$ cat config.mk
export PLATFORM = sky130hd
export DESIGN_NAME = matrix_division_sequencer
export DESIGN_NICKNAME = d
export VERILOG_FILES = /design/src/rtl/matrix_div_pkg.sv /design/src/rtl/matrix_div_elem_sel.sv /design/src/rtl/matrix_division_sequencer.sv
export SDC_FILE = /design/constraint.sdc
export NUM_CORES = 1
export LEC_CHECK = 0
export CORE_ASPECT_RATIO = 0.6
export CORE_UTILIZATION = 45
export CTS_CLUSTER_SIZE = 24
export DETAILED_ROUTE_END_ITERATION = 10
export PLACE_DENSITY = 0.75
export SETUP_SLACK_MARGIN = 0.1
export SYNTH_ARGS = -nofsm -noshare
export SYNTH_HDL_FRONTEND = slang
export SYNTH_SLANG_ARGS = --single-unit
$ cat constraint.sdc
create_clock -name clk -period 2.43 [get_ports clk]
set_input_delay 0.486 -clock clk [delete_from_list [all_inputs] [get_ports clk]]
set_output_delay 0.486 -clock clk [all_outputs]
set_load 0.01 [all_outputs]
$ cat src/rtl/matrix_div_pkg.sv
// rtl/matrix_div_pkg.sv - shared widths, FSM states and element helpers for the matrix division sequencer
package matrix_div_pkg;

    localparam int W      = 16;
    localparam int N_ELEM = 9;

    typedef enum logic [2:0] {IDLE, ISSUE, WAIT, NEXT, DONE} state_t;
    typedef logic [3:0] idx_t;

    // Quotient written for a skipped divide-by-zero element.
    localparam logic [W-1:0] DIVZERO_FILL = {W{1'b1}};

    function automatic logic [N_ELEM*W-1:0] put_elem(input logic [N_ELEM*W-1:0] mat,
                                                     input idx_t k,
                                                     input logic [W-1:0] e);
        logic [N_ELEM*W-1:0] r;
        r = mat;
        for (int j = 0; j < N_ELEM; j++) begin
            if (idx_t'(j) == k) r[j*W +: W] = e;
        end
        return r;
    endfunction

    function automatic logic [N_ELEM-1:0] elem_bit(input idx_t k);
        logic [N_ELEM-1:0] r;
        r = '0;
        for (int j = 0; j < N_ELEM; j++) begin
            if (idx_t'(j) == k) r[j] = 1'b1;
        end
        return r;
    endfunction

endpackage

$ cat src/rtl/matrix_div_elem_sel.sv
// rtl/matrix_div_elem_sel.sv - combinational 9:1 element selector over a flat latched matrix
module matrix_div_elem_sel
    import matrix_div_pkg::*;
(
    input  logic [N_ELEM*W-1:0] mat,
    input  idx_t                idx,
    output logic [W-1:0]        elem
);

    always_comb begin
        elem = '0;
        for (int k = 0; k < N_ELEM; k++) begin
            if (idx == idx_t'(k)) elem = mat[k*W +: W];
        end
    end

endmodule

$ cat src/rtl/matrix_division_sequencer.sv
// rtl/matrix_division_sequencer.sv - time-shares one divider over 3x3 element pairs; option DIVZERO_SKIP_EN
module matrix_division_sequencer
    import matrix_div_pkg::*;
#(
    parameter int TIMEOUT = 64
)
(
    input  logic                clk,
    input  logic                rst_n,
    input  logic                start,
    input  logic [N_ELEM*W-1:0] mat_a,
    input  logic [N_ELEM*W-1:0] mat_b,
    output logic                busy,
    output logic                done,
    output logic [N_ELEM*W-1:0] result,
    output logic [N_ELEM-1:0]   err_mask,
    output logic                div_start,
    output logic [W-1:0]        div_dividend,
    output logic [W-1:0]        div_divisor,
    input  logic                div_valid,
    input  logic [W-1:0]        div_quotient
);

    localparam int TW = $clog2(TIMEOUT);

    state_t              state, state_nx;
    idx_t                idx;
    logic [TW-1:0]       timer;
    logic [N_ELEM*W-1:0] lat_a, lat_b;
    logic                timed_out, divzero;

    // Operands come straight from the latched copies, so they hold while idx is parked in WAIT.
    matrix_div_elem_sel u_sel_a (.mat(lat_a), .idx(idx), .elem(div_dividend));
    matrix_div_elem_sel u_sel_b (.mat(lat_b), .idx(idx), .elem(div_divisor));

    assign timed_out = (timer == TW'(TIMEOUT - 1));
`ifdef DIVZERO_SKIP_EN
    assign divzero = (div_divisor == '0);
`else
    assign divzero = 1'b0;
`endif

    assign busy = (state == ISSUE) || (state == WAIT) || (state == NEXT);
    assign done = (state == DONE);

    always_ff @(posedge clk or negedge rst_n) begin
        if (!rst_n) state <= IDLE;
        else        state <= state_nx;
    end

    always_comb begin
        state_nx  = state;
        div_start = 1'b0;
        case (state)
            IDLE:  if (start) state_nx = ISSUE;
            ISSUE: begin
                if (divzero) begin
                    state_nx = NEXT;
                end else begin
                    div_start = 1'b1;
                    state_nx  = WAIT;
                end
            end
            WAIT:  if (div_valid || timed_out) state_nx = NEXT;
            NEXT:  state_nx = (idx == idx_t'(N_ELEM - 1)) ? DONE : ISSUE;
            DONE:  state_nx = IDLE;
            default: state_nx = IDLE;
        endcase
    end

    always_ff @(posedge clk or negedge rst_n) begin
        if (!rst_n) begin
            idx      <= '0;
            timer    <= '0;
            lat_a    <= '0;
            lat_b    <= '0;
            result   <= '0;
            err_mask <= '0;
        end else begin
            case (state)
                IDLE: begin
                    if (start) begin
                        lat_a    <= mat_a;
                        lat_b    <= mat_b;
                        err_mask <= '0;
                        idx      <= '0;
                    end
                end
                ISSUE: begin
                    timer <= '0;
                    if (divzero) begin
                        result   <= put_elem(result, idx, DIVZERO_FILL);
                        err_mask <= err_mask | elem_bit(idx);
                    end
                end
                WAIT: begin
                    timer <= timer + 1'b1;
                    // A strobe arriving on the timeout cycle still delivers its quotient.
                    if (div_valid) begin
                        result <= put_elem(result, idx, div_quotient);
                    end else if (timed_out) begin
                        result   <= put_elem(result, idx, W'(0));
                        err_mask <= err_mask | elem_bit(idx);
                    end
                end
                NEXT: if (idx != idx_t'(N_ELEM - 1)) idx <= idx + 1'b1;
                default: ;
            endcase
        end
    end

endmodule

==> key figures <==
Timing
  • Rel. slew slack: 0.333
  • Worst Slack Setup Final: -691 ps
  • Crit path time final: 3120 ps
  • Clk_skew: about 28 ps
  • Worst hold margin: roughly 430 ps
  • Worst slew pin tran: between 900 and 1000 ps
  • Final setup vio count: 32
  • Fin crit share: 1.28
  • RSZ-0062 raised after global routing: true
  • Fmax: around 0.32 GHz
  • Setup total negative slack: -18850 ps
  • Hold Vio Cnt, Final: 0
  • Max-slew violation count: 0

Placement
  • DP HPWL: around 52 mm
  • Placement Setup Slack: -504 ps
  • # port buffers: between 400 and 500
  • Routability cong.: ~0.95

Critical path
  • Crit. End Element: output port
  • Crit path DAT: about 2600 ps
  • RR Startpoint: idx[0]
  • R2r setup slk: 110 ps
  • Crit start category: flip-flop
  • Crit-path cells: inv_2 > buf_6 > ha_4 > and3b_2 > buf_12 > buf_12 > a211oi_4 > a31oi_2 > a21boi_2 > buf_2
  • Crit path top cell by count: buf_12
  • Critical-path maximum fanout: 8
  • Slowest cell delay on critical path: approximately 390 ps
  • RR Endpoint: result[137]
  • Crit path kind: reg -> out
  • Reg2Reg Depth: 11
  • Slowest stage cell, crit path: dfrtp_1
  • CP Data Required Time: about 1900 ps

Synthesis
  • Post-synth top flop: dfrtp_1
  • Yosys Warn Count: 0
  • Area contributors post-synth: dfrtp_1 (55%), nand2_1 (16%), mux2_2 (6.8%)
  • Synthesized area: between 20000 and 25000 µm²
  • Synth unique cells: 49
  • Async S/R FF share, synth: 1.00
  • Synth Instances: 2121
  • Top cell type's share of synthesized area: 0.554
  • Yosys top cell by area: dfrtp_1
  • Seq/Total Area, Yosys: 0.554
  • Mean Syn Cell Area: approximately 9.7 µm²
  • Register bit count reported by yosys: ~450
  • Mapped Nets: approximately 2400
  • Post-synth EDFFs: 0

CTS
  • Clk sinks: 454
  • Clk pin slew, worst setup/hold paths: approximately 70 ps
  • CTS tree: done
  • Worst-Skew Late Latency: 580 ps
  • H-tree depth: 2
  • Clock Tree Root: clkbuf_16
  • Num CTS Buffers: 43
  • Max clock buf depth: 3

Floorplanning
  • Die area: between 40000 and 50000 µm²
  • Chip height: approximately 170 µm
  • Die width: between 200 and 300 µm
  • Core ar.: approximately 45000 µm²
  • Initial Util: 0.456
  • Row count: 60
  • IO Pins: 496

Routing
  • Antenna viol nets, final: 0
  • Via count: between 15000 and 20000
  • DRT iter0 DRCs: ~1700
  • Length of the first detailed-routing pass in iterations: 6
  • DR DRC count: 0
  • Vias/cell: about 5.5
  • DR WL/cell: around 22 µm
  • Routed WL: ~72 mm

Global routing
  • Largest net degree at the start of global routing: approximately 190
  • Vias in the first global route: around 18000
  • Gr ovfl total: 0
  • Aggregate global-route resource usage: 0.305
  • Antenna violations before repair: 9
  • First-pass GRT wire length: 108 mm

Status
  • Status: complete, but fails checks
  • Violated checks: negative setup slack

Worst hold path
  • WHS Endpoint: lat_a[54]
  • Hold Startpoint: mat_a[54]
  • Cell depth of the worst hold path: 3
  • Type of the worst min-delay path: in -> reg

Run
  • Max Cap Viol: 0

Finish
  • Synth-to-layout area growth: 45.6%
  • Fraction of layout cells with a size suffix above 1: 0.206
  • Nets: around 3000

Power and ir drop
  • P_leak: 0.0143 µW
  • Maximum VDD drop: about 0.54 mV
  • Cell area power density: between 1000 and 1500 nW/µm²
## cells in the final DEF, fill, tap and decap left out, types with 12 or more instances in the layout
cell,synthesis,final
a31oi_1,65,50
nand2b_1,32,32
clkbuf_16,0,46
a221o_1,64,64
clkinv_2,0,12
a21boi_2,0,31
mux2_4,20,38
a211oi_4,0,21
a21oi_1,33,31
mux2_2,124,107
o22ai_1,32,28
buf_4,1,130
buf_2,22,23
buf_12,5,44
nand2_1,874,874
dfrtp_1,454,449
buf_6,11,21
nand3b_1,35,35
inv_1,69,67
clkdlybuf4s50_1,0,459
and2_1,17,17
## registers in the layout, summed over array words and instances, names as in the netlist
name and flops:
result 144, err_mask 9, state 3, timer 6
lat_b 144, idx 4, lat_a 144
## how the worst max path moves through the flow
| stage | depth (start not counted) | startpoint | to |
|---|---|---|---|
| global route | 9 | idx[0] | div_divisor[10] |
| detailed placement | 9 | idx[0] | div_divisor[15] |
| global placement | 8 | idx[0] | div_dividend[7] |
| CTS | 10 | idx[0] | div_dividend[14] |
| floorplan | 9 | idx[0] | div_dividend[0] |
| finish | 10 | idx[0] | div_dividend[13] |
## cell usage after synthesis, drive strengths merged, types with 9 or more instances
cell	count
mux2	145
inv	69
clkbuf	125
buf	41
a221o	64
nand2	874
a21boi	32
nor2	12
and2	20
o22ai	32
a31oi	65
nand3b	35
nand2b	32
a211oi	32
a21oi	33
dfrtp	454
o21ai	9
## final cells by class
type / count / area, µm²
antenna: 8 / 20.0
clock buffer: 57 / 1160
clock inverter: 21 / 270
fill: 3447 / 15000
inverter: 69 / 259
multi-input combinational: 1431 / 8880
sequential: 454 / 11400
tap: 589 / 737
timing repair buffer: 695 / 7150
## where the power goes
group          switching (µW)  internal (µW)
logic                    8740           8370
registers                2150          10700
clock network            3010           3930
## layer usage
layer | vias to the layer above | track usage | wire length, µm
li1 | 8170 | - | -
met1 | 9104 | 0.438 | 31700
met2 | 711 | 0.450 | 31800
met3 | 146 | 0.0699 | 5620
met4 | 2 | 0.112 | 2610
met5 | - | 0 | 11
## kinds of logic after synthesis
logic type / Yosys count / synth area share
AO/OA/AOI/OAI: 279 / 0.101
multiplexers: 147 / 0.0843
flip-flops: 454 / 0.554
adder cells (fa/ha/maj): 5 / 0.00305
AND/OR/NAND/NOR: 998 / 0.204
XOR/XNOR: 2 / 0.000855
buffers and inverters: 236 / 0.0531
## timing repair
item	4_1_cts	5_1_grt
gates resized for setup	218	48
endpoints found under the hold margin	41	0
pin swaps	55	35
cloned	7	4
endpoints found under the setup margin	35	66
hold buffers	1	0
setup buffers	17	11
## per-stage QoR
step,total power [µW],instance area (µm²),cells,util
floorplan,20400,20800,2121,-
global placement,28300,27400,3200,0.610
detailed placement,28700,27400,3200,0.610
CTS,36500,29600,3303,0.658
global route,38800,29800,3323,0.665
finish,36900,29800,3324,0.665
## worst max-delay path: cells and delay by family, from the launching register on
family / cells / cell delay, ps
AO/OA/AOI/OAI: 3 / 560
AND/OR/NAND/NOR: 1 / 280
adder cells (fa/ha/maj): 1 / 160
flip-flops: 1 / 390
buffers and inverters: 5 / 650
(Power assumes the default switching activity.)
